[src/rtl/traffic_pkg.sv]
// Shared definitions for the traffic light controller: phase encoding,
// default phase durations and the BCD conversion used for countdown loads.
package traffic_pkg;

    typedef enum logic [1:0] {
        PH_GO   = 2'b00,
        PH_STOP = 2'b01,
        PH_WAIT = 2'b10
    } phase_e;

    localparam int DEF_T_STOP  = 45;
    localparam int DEF_T_GO    = 30;
    localparam int DEF_T_WAIT  = 5;
    localparam int DEF_PED_MIN = 5;

    // Valid for 0..99 only; callers pass elaboration-time constants.
    function automatic logic [7:0] to_bcd(input int unsigned v);
        return 8'((v / 10) * 16 + (v % 10));
    endfunction

endpackage

[src/rtl/traffic_phase_timer_if.sv]
// Control and status bundle between the phase timer and its users
// (light state machine, display path, pedestrian button logic).
interface traffic_phase_timer_if;

    logic       hold;
    logic       ped_req;
    logic       timeout45;
    logic       timeout75;
    logic       timeout80;
    logic [1:0] phase;
    logic [3:0] cnt_tens;
    logic [3:0] cnt_ones;
    logic       ped_ack;

    modport master (
        output hold,
        output ped_req,
        input  timeout45,
        input  timeout75,
        input  timeout80,
        input  phase,
        input  cnt_tens,
        input  cnt_ones,
        input  ped_ack
    );

    modport slave (
        input  hold,
        input  ped_req,
        output timeout45,
        output timeout75,
        output timeout80,
        output phase,
        output cnt_tens,
        output cnt_ones,
        output ped_ack
    );

endinterface

[src/rtl/traffic_phase_timer_bcd_down2.sv]
// Two-digit BCD down-counter with synchronous load; load wins over dec.
module bcd_down2 #(
    parameter logic [7:0] RST_VAL = 8'h45
) (
    input  logic       clk1,
    input  logic       rst,
    input  logic       load,
    input  logic [7:0] load_val,
    input  logic       dec,
    output logic [3:0] tens,
    output logic [3:0] ones
);

    logic [3:0] tens_q, tens_d;
    logic [3:0] ones_q, ones_d;

    always_comb begin
        tens_d = tens_q;
        ones_d = ones_q;
        if (load) begin
            tens_d = load_val[7:4];
            ones_d = load_val[3:0];
        end else if (dec) begin
            if (ones_q == 4'd0) begin
                ones_d = 4'd9;
                tens_d = tens_q - 4'd1;
            end else begin
                ones_d = ones_q - 4'd1;
            end
        end
    end

    always_ff @(posedge clk1 or posedge rst) begin
        if (rst) begin
            tens_q <= RST_VAL[7:4];
            ones_q <= RST_VAL[3:0];
        end else begin
            tens_q <= tens_d;
            ones_q <= ones_d;
        end
    end

    assign tens = tens_q;
    assign ones = ones_q;

endmodule

[src/rtl/traffic_phase_timer.sv]
// Phase timer for the two-road light controller: timeout pulses, phase
// mirror, BCD countdown of remaining seconds and pedestrian shortening.
import traffic_pkg::*;

module traffic_phase_timer #(
    parameter int TICKS_PER_SEC = 1,
    parameter int T_STOP        = DEF_T_STOP,
    parameter int T_GO          = DEF_T_GO,
    parameter int T_WAIT        = DEF_T_WAIT,
    parameter int PED_MIN       = DEF_PED_MIN
) (
    input  logic                  clk1,
    input  logic                  rst,
    traffic_phase_timer_if.slave  bus
);

    localparam int TOTAL = T_STOP + T_GO + T_WAIT;
    localparam int PW = (TICKS_PER_SEC > 1) ? $clog2(TICKS_PER_SEC) : 1;

    localparam logic [PW-1:0] PRESC_MAX = PW'(TICKS_PER_SEC - 1);

    localparam logic [6:0] SEC_T45  = 7'(T_STOP - 1);
    localparam logic [6:0] SEC_T75  = 7'(T_STOP + T_GO - 1);
    localparam logic [6:0] SEC_T80  = 7'(TOTAL - 1);
    localparam logic [6:0] SEC_GEND = 7'(T_STOP + T_GO);
    localparam logic [6:0] SEC_PED  = 7'(T_STOP + T_GO - PED_MIN);
    localparam logic [6:0] PED_LIM  = 7'(PED_MIN + 1);

    localparam logic [7:0] BCD_STOP = to_bcd(T_STOP);
    localparam logic [7:0] BCD_GO   = to_bcd(T_GO);
    localparam logic [7:0] BCD_WAIT = to_bcd(T_WAIT);
    localparam logic [7:0] BCD_PED  = to_bcd(PED_MIN);

    logic [PW-1:0] presc_q, presc_d;
    logic [6:0]    sec_q, sec_d;
    phase_e        phase_q, phase_d;
    logic          pend_q, pend_d;

    logic       tick;
    logic       t45, t75, t80;
    logic       shorten;
    logic       ack;
    logic [6:0] go_left;
    logic       cnt_load;
    logic       cnt_dec;
    logic [7:0] cnt_val;

    assign tick = (presc_q == PRESC_MAX) && !bus.hold && !rst;

    assign t45 = tick && (sec_q == SEC_T45);
    assign t75 = tick && (sec_q == SEC_T75);
    assign t80 = tick && (sec_q == SEC_T80);

    // Seconds left in GO, only meaningful while phase_q is GO.
    assign go_left = SEC_GEND - sec_q;

    assign shorten = tick && (phase_q == PH_GO) && pend_q
                  && (go_left > PED_LIM);

    assign ack = shorten || (t75 && pend_q);

    always_comb begin
        presc_d = presc_q;
        sec_d   = sec_q;
        phase_d = phase_q;
        pend_d  = pend_q;

        if (!bus.hold) begin
            presc_d = tick ? '0 : presc_q + 1'b1;
        end

        if (tick) begin
            if (t80) begin
                sec_d = '0;
            end else if (shorten) begin
                sec_d = SEC_PED;
            end else begin
                sec_d = sec_q + 7'd1;
            end

            unique case (1'b1)
                t45:     phase_d = PH_GO;
                t75:     phase_d = PH_WAIT;
                t80:     phase_d = PH_STOP;
                default: phase_d = phase_q;
            endcase
        end

        // A request in the timeout75 cycle is dropped: GO is already ending.
        if (ack) begin
            pend_d = 1'b0;
        end else if (bus.ped_req && (phase_q == PH_GO) && !t75) begin
            pend_d = 1'b1;
        end
    end

    always_ff @(posedge clk1 or posedge rst) begin
        if (rst) begin
            presc_q <= '0;
            sec_q   <= '0;
            phase_q <= PH_STOP;
            pend_q  <= 1'b0;
        end else begin
            presc_q <= presc_d;
            sec_q   <= sec_d;
            phase_q <= phase_d;
            pend_q  <= pend_d;
        end
    end

    always_comb begin
        cnt_val = 8'h00;
        unique case (1'b1)
            t45:     cnt_val = BCD_GO;
            t75:     cnt_val = BCD_WAIT;
            t80:     cnt_val = BCD_STOP;
            shorten: cnt_val = BCD_PED;
            default: cnt_val = 8'h00;
        endcase
    end

    assign cnt_load = t45 || t75 || t80 || shorten;
    assign cnt_dec  = tick && !cnt_load;

    bcd_down2 #(
        .RST_VAL (BCD_STOP)
    ) u_cnt (
        .clk1     (clk1),
        .rst      (rst),
        .load     (cnt_load),
        .load_val (cnt_val),
        .dec      (cnt_dec),
        .tens     (bus.cnt_tens),
        .ones     (bus.cnt_ones)
    );

    assign bus.timeout45 = t45;
    assign bus.timeout75 = t75;
    assign bus.timeout80 = t80;
    assign bus.ped_ack   = ack;
    assign bus.phase     = phase_q;

endmodule
[src/flat_wrapper.sv]
// flat-port wrapper written by rule: the top's interface ports become plain ports
module traffic_phase_timer_flat 
#(
    parameter int TICKS_PER_SEC = 1,
    parameter int T_STOP        = DEF_T_STOP,
    parameter int T_GO          = DEF_T_GO,
    parameter int T_WAIT        = DEF_T_WAIT,
    parameter int PED_MIN       = DEF_PED_MIN
)
  (clk1, rst, bus_hold, bus_ped_req, bus_timeout45, bus_timeout75, bus_timeout80, bus_phase, bus_cnt_tens, bus_cnt_ones, bus_ped_ack);
  traffic_phase_timer_if bus_i ();
  input  logic clk1;
  input  logic rst;
  input wire logic [$bits(bus_i.hold)-1:0] bus_hold;
  input wire logic [$bits(bus_i.ped_req)-1:0] bus_ped_req;
  output wire logic [$bits(bus_i.timeout45)-1:0] bus_timeout45;
  output wire logic [$bits(bus_i.timeout75)-1:0] bus_timeout75;
  output wire logic [$bits(bus_i.timeout80)-1:0] bus_timeout80;
  output wire logic [$bits(bus_i.phase)-1:0] bus_phase;
  output wire logic [$bits(bus_i.cnt_tens)-1:0] bus_cnt_tens;
  output wire logic [$bits(bus_i.cnt_ones)-1:0] bus_cnt_ones;
  output wire logic [$bits(bus_i.ped_ack)-1:0] bus_ped_ack;
  assign bus_i.hold = bus_hold;
  assign bus_i.ped_req = bus_ped_req;
  assign bus_timeout45 = bus_i.timeout45;
  assign bus_timeout75 = bus_i.timeout75;
  assign bus_timeout80 = bus_i.timeout80;
  assign bus_phase = bus_i.phase;
  assign bus_cnt_tens = bus_i.cnt_tens;
  assign bus_cnt_ones = bus_i.cnt_ones;
  assign bus_ped_ack = bus_i.ped_ack;
  traffic_phase_timer #(.TICKS_PER_SEC(TICKS_PER_SEC), .T_STOP(T_STOP), .T_GO(T_GO), .T_WAIT(T_WAIT), .PED_MIN(PED_MIN)) u_core (.clk1(clk1), .rst(rst), .bus(bus_i));
endmodule
[config.mk]
export PLATFORM = sky130hd
export DESIGN_NAME = traffic_phase_timer_flat
export DESIGN_NICKNAME = d
export VERILOG_FILES = /design/src/rtl/traffic_pkg.sv /design/src/rtl/traffic_phase_timer_if.sv /design/src/rtl/traffic_phase_timer_bcd_down2.sv /design/src/rtl/traffic_phase_timer.sv /design/src/flat_wrapper.sv
export SDC_FILE = /design/constraint.sdc
export NUM_CORES = 1
export LEC_CHECK = 0
export CELL_PAD_IN_SITES_DETAIL_PLACEMENT = 0
export CELL_PAD_IN_SITES_GLOBAL_PLACEMENT = 2
export CORE_MARGIN = 2
export CORE_UTILIZATION = 25
export CTS_BUF_LIST = sky130_fd_sc_hd__clkbuf_4
export DETAILED_ROUTE_END_ITERATION = 10
export GPL_TIMING_DRIVEN = 0
export HOLD_SLACK_MARGIN = 0.1
export PLACE_DENSITY = 0.63
export SLEW_MARGIN = 30
export SYNTH_ARGS = -nofsm -noshare
export SYNTH_HDL_FRONTEND = slang
export SYNTH_SLANG_ARGS = --single-unit
[constraint.sdc]
create_clock -name clk1 -period 1.7 [get_ports clk1]
set_input_delay 0.17 -clock clk1 [delete_from_list [all_inputs] [get_ports clk1]]
set_output_delay 0.17 -clock clk1 [all_outputs]
set_load 0.01 [all_outputs]
# Word level (Yosys, flattened, before mapping)
# Cells that the tools add are included.
# Widths: inputs -> output; s select.
dict set report word_totals {
  elab_cells 58
  output_inout_bits 14
  in_bits 4
  ff_bits 19
}
dict set report classes {
  reduce_logical 29
  n_lt_le_gt_ge 1
  n_bitwise 1
  mux 13
  eq_ne 3
  addsub 5
}
# operator count
set ops {}
lappend ops {{$mux 4} 6}
lappend ops {{$pmux 7 s3} 1}
lappend ops {{$eq 7x7->1 const B} 2}
lappend ops {{$mux 7} 2}
lappend ops {{$logic_and 1x1->1} 12}
lappend ops {{$sub 4x1->4 const B} 2}
lappend ops {{$add 7x1->7 const B} 1}
lappend ops {{$eq 7x6->1 const B} 1}
lappend ops {{$gt 7x3->1 const B} 1}
lappend ops {{$sub 7x7->7 const A} 1}
lappend ops {{$pmux 2 s3} 1}
lappend ops {{$reduce_bool 2->1} 3}
lappend ops {{$logic_not 1->1} 4}
lappend ops {{$logic_not 4->1} 1}
lappend ops {{$logic_or 1x1->1} 4}
lappend ops {{$reduce_and 2->1} 2}
lappend ops {{$mux 1} 3}
lappend ops {{$reduce_bool 3->1} 1}
lappend ops {{$logic_not 2->1} 1}
lappend ops {{$reduce_or 2->1} 1}
lappend ops {{$add 1x1->1 const B} 1}
lappend ops {{$not 1->1} 1}

# Logic depth before layout (Yosys ltp)
dict set report logic_depth {
  word_depth 11
  depth_mapped 8
  ltp_nobuf 7
}

# Modules after synthesis
# Synthesis repeated with hierarchy kept, for this count alone.
dict set report hier_totals {
  hier_cells 150
  area_unflattened_um2 1372.6
}
# mod area_per_inst_um2 seq_area_each_um2 instances cells_each
set by_module_without_submodules {}
lappend by_module_without_submodules {traffic_phase_timer 884.6 276.5 1 98}
lappend by_module_without_submodules {bcd_down2 488.0 203.9 1 52}

# Worst setup path after synthesis
# No wires, ideal clock.
dict set report synth_timing {
  path_kind {register -> register}
  start {register u_core.sec_q[2]}
  end {register u_core.u_cnt.ones_q[1], in the netlist u_core.u_cnt.ones[1]}
  t_arrival_ns 1.711
  setup_time_ns 0.104
  n_path_buf 1
  required_ns 1.596
  path_slack_ns -0.114
  synth_period_minus_slack_ns 1.814
  stages_incl_launch_ff 8
  path_cell_list {dfrtp_1 ha_1 xor2_1 a311oi_1 a31o_1 buf_6 nand3_2 o41ai_2}
}
dict set report synth_between {
  elab_chain_cells 8
  elab_cells_between_ends 16
  classes_between {1 x add/sub; 1 x order compare; 3 x eq/ne; 1 x mux; 10 x reduce/logical}
}
# item line_no
set synth_rtl {}
lappend synth_rtl {{start: declaration} traffic_phase_timer.sv:35} ;# logic [6:0] sec_q, sec_d;
lappend synth_rtl {{start signal: assignment} traffic_phase_timer.sv:100} ;# sec_q <= '0;
lappend synth_rtl {{start signal: assignment} traffic_phase_timer.sv:105} ;# sec_q <= sec_d;
lappend synth_rtl {{parallel branches: the longest is 4 deep, another holds $sub 7x7->7} --}
lappend synth_rtl {{$logic_or 1x1->1 *} traffic_phase_timer.sv:122} ;# assign cnt_load = t45 || t75 || t80 || shorten;
lappend synth_rtl {{$logic_not 1->1} traffic_phase_timer.sv:123} ;# assign cnt_dec = tick && !cnt_load;
lappend synth_rtl {{$logic_and 1x1->1} traffic_phase_timer.sv:123}
lappend synth_rtl {{$reduce_bool 2->1 (no source line)} --}
lappend synth_rtl {{end signal: assignment} traffic_phase_timer_bcd_down2.sv:36} ;# ones_q <= RST_VAL[3:0];
lappend synth_rtl {{end signal: assignment} traffic_phase_timer_bcd_down2.sv:39} ;# ones_q <= ones_d;
lappend synth_rtl {{end: declaration} traffic_phase_timer_bcd_down2.sv:15} ;# logic [3:0] ones_q, ones_d;
# Mark *: on every way between the ends.
# A chain may end at the register's enable or synchronous reset.

# Worst setup path in the final report
dict set report layout_timing {
  start {register u_core.sec_q[3]}
  end {output port bus_ped_ack}
}
dict set report layout_between {
  elab_chain_cells 4
  elab_cells_between_ends 7
  classes_between {1 x add/sub; 1 x order compare; 1 x eq/ne; 4 x reduce/logical}
}
# item line_no
set layout_rtl {}
lappend layout_rtl {{$sub 7x7->7 or $eq 7x7->1 (tied branches)} {traffic_phase_timer.sv:55, traffic_phase_timer.sv:51}}
lappend layout_rtl {{$gt 7x3->1 or $logic_and 1x1->1 (tied branches)} {traffic_phase_timer.sv:58, traffic_phase_timer.sv:51}}
lappend layout_rtl {{$logic_and 1x1->1, on equally long branches} {traffic_phase_timer.sv:58, traffic_phase_timer.sv:60}}
lappend layout_rtl {{$logic_or 1x1->1 *} traffic_phase_timer.sv:60} ;# assign ack = shorten || (t75 && pend_q);
lappend layout_rtl {{end: declaration} flat_wrapper.sv:22} ;# output wire logic [$bits(bus_i.ped_ack)-1:0] bus_ped_ack;
# Every way passes the cells marked *; elsewhere a longest branch is shown, timed or not.

==> metrics.cfg <==
[status]
status=finished, violations left
violations=setup timing

[clock_network]
cts.path.max_buffers=2
cts-root-buf=clkbuf_4
cts_hold_buffers=0
cts_sinks=19
numCtsBuffers=3
clk_latency_ns=0.30
cts_tree=done
cts_max_level=1
clkTransAtPathRegs_ns=0.13

[routing]
drc=0
drt_wl_total_um=3918
dr.first_iter.drc_count=59
via_count=1255
via_per_inst=4.808
first_pass_iters=4
antenna_left=0
wl_per_cell_um=15.01

[setup_path]
end_kind=output port
crit_fanout=3
start_kind=flip-flop
arrival_ns=1.84
required_ns=1.53
reg2reg_depth=8
worstSetupPathType=reg -> out

[final_layout]
nets=204
syn_to_final_growth_pct=50.29
final_common_cell=buf_4
stdcell_count=261
fin_area_um2=1978
insertedDiodeCount=0
fill_cells=513
final_cell_mix=buf_4, nand2_1, clkdlybuf4s50_1
post_route_cells_drive_above_1_share=0.4136

[timing]
skew_ns=0.003225
post-route-min-period_ns=2.007
setup_violations=20
fmax_mhz=498.2
period_share=1.181
maxSlewViolCount=0
relSlewSlack=0.4247
rsz0062_at_grt=yes
final_hold_viol_count=0
setup_ws_ns=-0.3074
tightestPinTransition_ns=0.8620

[grt]
overflow=0
grt_pass1_wl_um=6410
grt_max_degree=21
grt_util_all_layers=0.1366
grt_pass1_vias=1291
antenna_found_initial=0

[floorplan]
die_w_um=76.56
coreArea_um2=5107
num_rows=26
start_util=0.2577
io_pins=18
die_area_um2=5861
die-height_um=76.56

[yosys]
synth_cell_types=42
seq_area_frac_synth=0.3650
synth_cells=143
synth_ff_type=dfrtp_1
synth_edf_count=0
ys_async_sr_fraction=1.000
avgSynthCellArea_um2=9.205
synth_warnings=0
syn_nets=155
ys_ff_latch=19
syn_area_um2=1316

[worst_hold_path]
hp-class=in -> reg
whs_path_depth=3

[placement]
gp_congestion=0.7546
place_inst=230
port_buffers=17
placed_area_um2=1594
dp_hpwl_um=2649

[power]
vdd_drop_max_uv=458.1
power.total_mw=2.761
p_leak_nw=0.8100
powerDensity_nw_per_um2=1396

[flow_run]
cap_viol_max_count=0

-- worst max-delay path, stage by stage (launching register included) --
cell,delay [ns]
dfrtp_2,0.44
buf_6,0.13
ha_4,0.16
nor3_1,0.17
xnor2_1,0.20
a31o_1,0.24
nand2_1,0.05
buf_2,0.14
-- flip-flops by register name (all words and copies together) (netlist names) --
name / count
u_core.u_cnt.tens: 4
u_core.presc_q: 1
u_core.pend_q: 1
u_core.bus.phase: 2
u_core.sec_q: 7
u_core.u_cnt.ones: 4
-- cells by family after synthesis --
family | synth area share
flip-flops | 0.3650
buffers and inverters | 0.06274
AO/OA/AOI/OAI | 0.1930
AND/OR/NAND/NOR | 0.2633
XOR/XNOR | 0.03992
adder cells (fa/ha/maj) | 0.07605
-- path summary, 6_finish.rpt --
check | startpoint | end | slack, ns
worst min register to register | u_core.bus.phase[1] | u_core.bus.phase[1] | 0.53
min in group asynchronous | rst | u_core.sec_q[6] | 0.51
max in group asynchronous | rst | u_core.sec_q[3] | 0.60
worst min-delay path | bus_ped_req | u_core.pend_q | 0.49
worst max register to register | u_core.sec_q[3] | u_core.u_cnt.tens[1] | -0.27
worst max-delay path | u_core.sec_q[3] | bus_ped_ack | -0.31
-- timing repair --
action | 4_1_cts | 5_1_grt
pin swaps | 10 | 9
endpoints found under the setup margin | 21 | 22
gates resized for setup | 35 | 20
buffers inserted | 19 | 9
hold endpoints to repair | 0 | 0
-- metal layers --
layer / wire, um / track usage
met5: 0 / 0
met4: 25 / 0.03636
met2: 1967 / 0.2381
met1: 1831 / 0.1796
met3: 95 / 0.01422
-- report_power, final --
group | total [mW] | leakage (nW) | switching, mW | internal (mW)
sequential | 0.795 | 0.229 | 0.166 | 0.629
combinational | 1.70 | 0.563 | 0.834 | 0.862
clock | 0.270 | 0.0184 | 0.163 | 0.107
-- through the flow --
| stage | utilization | worst slack, ns | hold WS [ns] | setup TNS [ns] |
|---|---|---|---|---|
| detailed placement | 0.3121 | -0.7992 | 0.5057 | -10.29 |
| finish | 0.3873 | -0.3074 | 0.4910 | -3.264 |
| global placement | 0.3121 | -0.7999 | 0.4917 | -10.34 |
| CTS | 0.3638 | -0.3849 | 0.4664 | -4.874 |
| global route | 0.3873 | -0.4220 | 0.5254 | -5.668 |
| floorplan | - | -0.01517 | 0.1234 | -0.03035 |
-- synth_stat cells (2+ instances only) --
| cell | count | area share |
|---|---|---|
| clkbuf_1 | 3 | 0.0086 |
| a31oi_1 | 5 | 0.024 |
| dfrtp_1 | 15 | 0.29 |
| a21oi_1 | 7 | 0.027 |
| o21ai_1 | 3 | 0.011 |
| nand2_1 | 15 | 0.043 |
| o22ai_1 | 2 | 0.0095 |
| inv_1 | 8 | 0.023 |
| dfstp_2 | 4 | 0.080 |
| a221oi_2 | 2 | 0.023 |
| inv_2 | 2 | 0.0057 |
| buf_6 | 3 | 0.026 |
| ha_1 | 8 | 0.076 |
| a41oi_1 | 2 | 0.013 |
| o21ai_0 | 5 | 0.019 |
| xor2_1 | 5 | 0.033 |
| nor2b_1 | 3 | 0.014 |
| nand3_1 | 4 | 0.015 |
| nor2_1 | 12 | 0.034 |
| nand4_1 | 5 | 0.024 |
| or3_1 | 4 | 0.019 |
| nor3_1 | 6 | 0.023 |
-- final cells by class --
class / instances / area [um^2] / area share
Inverter: 10 / 52.55 / 0.02657
Clock buffer: 4 / 30.03 / 0.01518
Sequential cell: 19 / 484.2 / 0.2448
Multi-Input combinational cell: 108 / 904.6 / 0.4573
Timing Repair Buffer: 45 / 381.6 / 0.1929
Buffer: 5 / 37.54 / 0.01898
Tap cell: 70 / 87.58 / 0.04428
Power figures use the tool's default switching activity.
==> RTL change (same settings) <==
Make the reset (`rst`) synchronous in 2 clocked blocks.
--- a/src/rtl/traffic_phase_timer_bcd_down2.sv
+++ b/src/rtl/traffic_phase_timer_bcd_down2.sv
@@ -32,3 +32,3 @@
 
-    always_ff @(posedge clk1 or posedge rst) begin
+    always_ff @(posedge clk1) begin
         if (rst) begin
--- a/src/rtl/traffic_phase_timer.sv
+++ b/src/rtl/traffic_phase_timer.sv
@@ -96,3 +96,3 @@
 
-    always_ff @(posedge clk1 or posedge rst) begin
+    always_ff @(posedge clk1) begin
         if (rst) begin
Formal check against the unedited RTL: differs if rst is asserted again (counterexample within 4 cycles, from zero or initial values and one cycle with rst high); with rst held inactive, the same outputs for 10 cycles.
==> RTL change against the unedited design <==
  * The run still ends with setup timing left
  * Worst hold slack lost 0.13 ns
  * First-iteration DRC count fell by 39%
  * Wire length is 1.8% higher
  * Critical path depth grew 1
  * Cell count shrank 1.1%
  * Die area is 4.8% lower
  * Synthesized area fell by 5.0%
  * Non-clock buffer count shrank 5
  * Clock skew increased by 0.0020 ns
  * Design area shrank 1.9%
  * Worst setup slack better by 0.11 ns
  * Synthesized cell count up 2.8%
  * Sequential cell count unchanged
  * Largest cell class unchanged
Power is left out: it rests on default switching activity, and per cell area and clock period it moved more than threefold.
==> RTL change: results (changes against the unedited design) <==
* Vias per cell at 4.90 (+1.9%)
* Yosys warnings at 0 (unchanged)
* Ys flop type: dfxtp_1
* Finished Layout Cells at 258 (-1.1%)
* Final setup viols at 14 (-30%)
* Final wirelength at 3990 um (+1.8%)
* Clock transition time at the flip-flop clock pins of the worst setup and hold paths at 0.13 ns (about the same)
* Worst hold start: bus_hold
* Gp weighted congestion at 0.752 (-0.32%)
* Reg2reg path depth at 8 (unchanged)
* Placed inst area at 1510 um2 (-5.0%)
* Number of diodes at 0 (unchanged)
* Skew-Pair Late Insertion Delay at 0.31 ns
* Place WS at -0.822 ns (-0.0228 ns)
* Critical path arrival at 2.12 ns (+0.28 ns)
* First-pass GRT wire length at 6400 um (-0.11%)
* Final hold viol count at 0 (unchanged)
* Final setup TNS at -1.44 ns (+1.83 ns)
* Reg-to-Reg Start: u_core.presc_q
* Slew Limit Fails at 0 (unchanged)
* Count of different cell masters after synthesis at 51 (+21%)
* Slew @ Worst Pin at 0.565 ns (-0.297 ns)
* Crit start category: register
* Placed insts at 231 (+0.43%)
* Worst-path maximum fanout at 3 (unchanged)
* Reg2Reg Capture Point: u_core.u_cnt.ones[0]
* Worst hold slack at 0.357 ns (-0.134 ns)
* Hold WC Path Type: in -> reg
* Nets at 204 (unchanged)
* Layout cells sized above 1 at 41.4% (unchanged)
* First-pass iteration count of the detailed router at 4 (unchanged)
* Initial antenna violation count at 0 (unchanged)
* Sequential area share after synthesis at 30.4% (-6.1 points)
* Max reg flops at 7 (unchanged)
* Status: finished with violations
* Clock Skews at 0.00519 ns (+0.00196 ns)
* Worst Hold Path Cells at 2 (-1)
* Vias in the first global route at 1266 (-1.9%)
* Slowest CP cell: or3_4
* Largest cells by area after synthesis: dfxtp_1 30%, ha_1 8.0%, nor2_1 5.4%
* Peak per-stage delay on the critical path at 0.42 ns (-0.02 ns)
* CTS H-tree lvls at 1 (unchanged)
* Pin count of the biggest net entering global routing at 12 (-43%)
* Ys async rst share at 0% (-100 points)
* Failing checks: setup timing
* GRT Total Usage at 15.4% (+1.8 points)
* Initial drt markers at 36 (-39%)
* Syn Area/Cell at 8.50 um2 (-7.6%)
* IO Port Bufs at 17 (unchanged)
* Final HPWL DP at 2590 um (-2.4%)
* Hold Path End: u_core.presc_q
* Most instantiated cells after synthesis: 19 x dfxtp_1, 18 x nor2_1, 16 x nand2_1
* CTS Root Cell: clkbuf_4
* Post-synth net total at 159 (+2.6%)
* Setup WS post-layout at -0.200 ns (+0.107 ns)
[RTL change: how the worst max path moves through the flow]
stage / to / slack (ns) / depth (start not counted)
after CTS: bus_ped_ack / -0.18 / 7
after global placement: bus_ped_ack / -0.85 / 7
after floorplan: u_core.u_cnt.tens[2] / 0.009 / 7
after detailed placement: bus_ped_ack / -0.82 / 7
final: u_core.u_cnt.ones[0] / -0.20 / 8
after global routing: u_core.u_cnt.ones[0] / -0.27 / 8
[RTL change: cells by family after synthesis]
| group | synth area share, % |
|---|---|
| and+or+nand+nor | 30.0 |
| AOI/OAI and AO/OA | 22.0 |
| DFF | 30.4 |
| buffers and inverters | 5.21 |
| adders and majority gates | 8.01 |
| xor gates and xnor gates | 3.50 |
| muxes | 0.801 |
[RTL change: layout make-up]
cell class	count	area [um2]
flip-flops and latches	19	399
fillers	498	2850
clock buffers	3	22.5
well taps	67	83.8
repair buffers	40	377
plain buffers	5	41.3
clock inverters	1	5.00
inverters	10	37.5
multi-input cells	113	975
[RTL change: what timing repair did]
action,CTS,global route
pin swaps,10,9
endpoints found under the setup margin,21,22
gates cloned,1,0
buffers inserted,19,4
hold buffers,0,0
resized for setup,53,18
[RTL change: worst max-delay path: cells and delay by family, from the launching register on]
kind                   cells  cell delay (ns)
buffers and inverters      3             0.43
flip-flops                 1             0.37
AO/OA/AOI/OAI              2             0.20
AND/OR/NAND/NOR            3             0.81
[RTL change: layer usage]
metal	global-route usage [%]	vias to the layer above	wire [um]
li1	-	626	-
met1	20.7	616	1990
met2	26.4	18	1870
met3	2.14	4	88
met4	3.57	0	36
met5	0	-	0
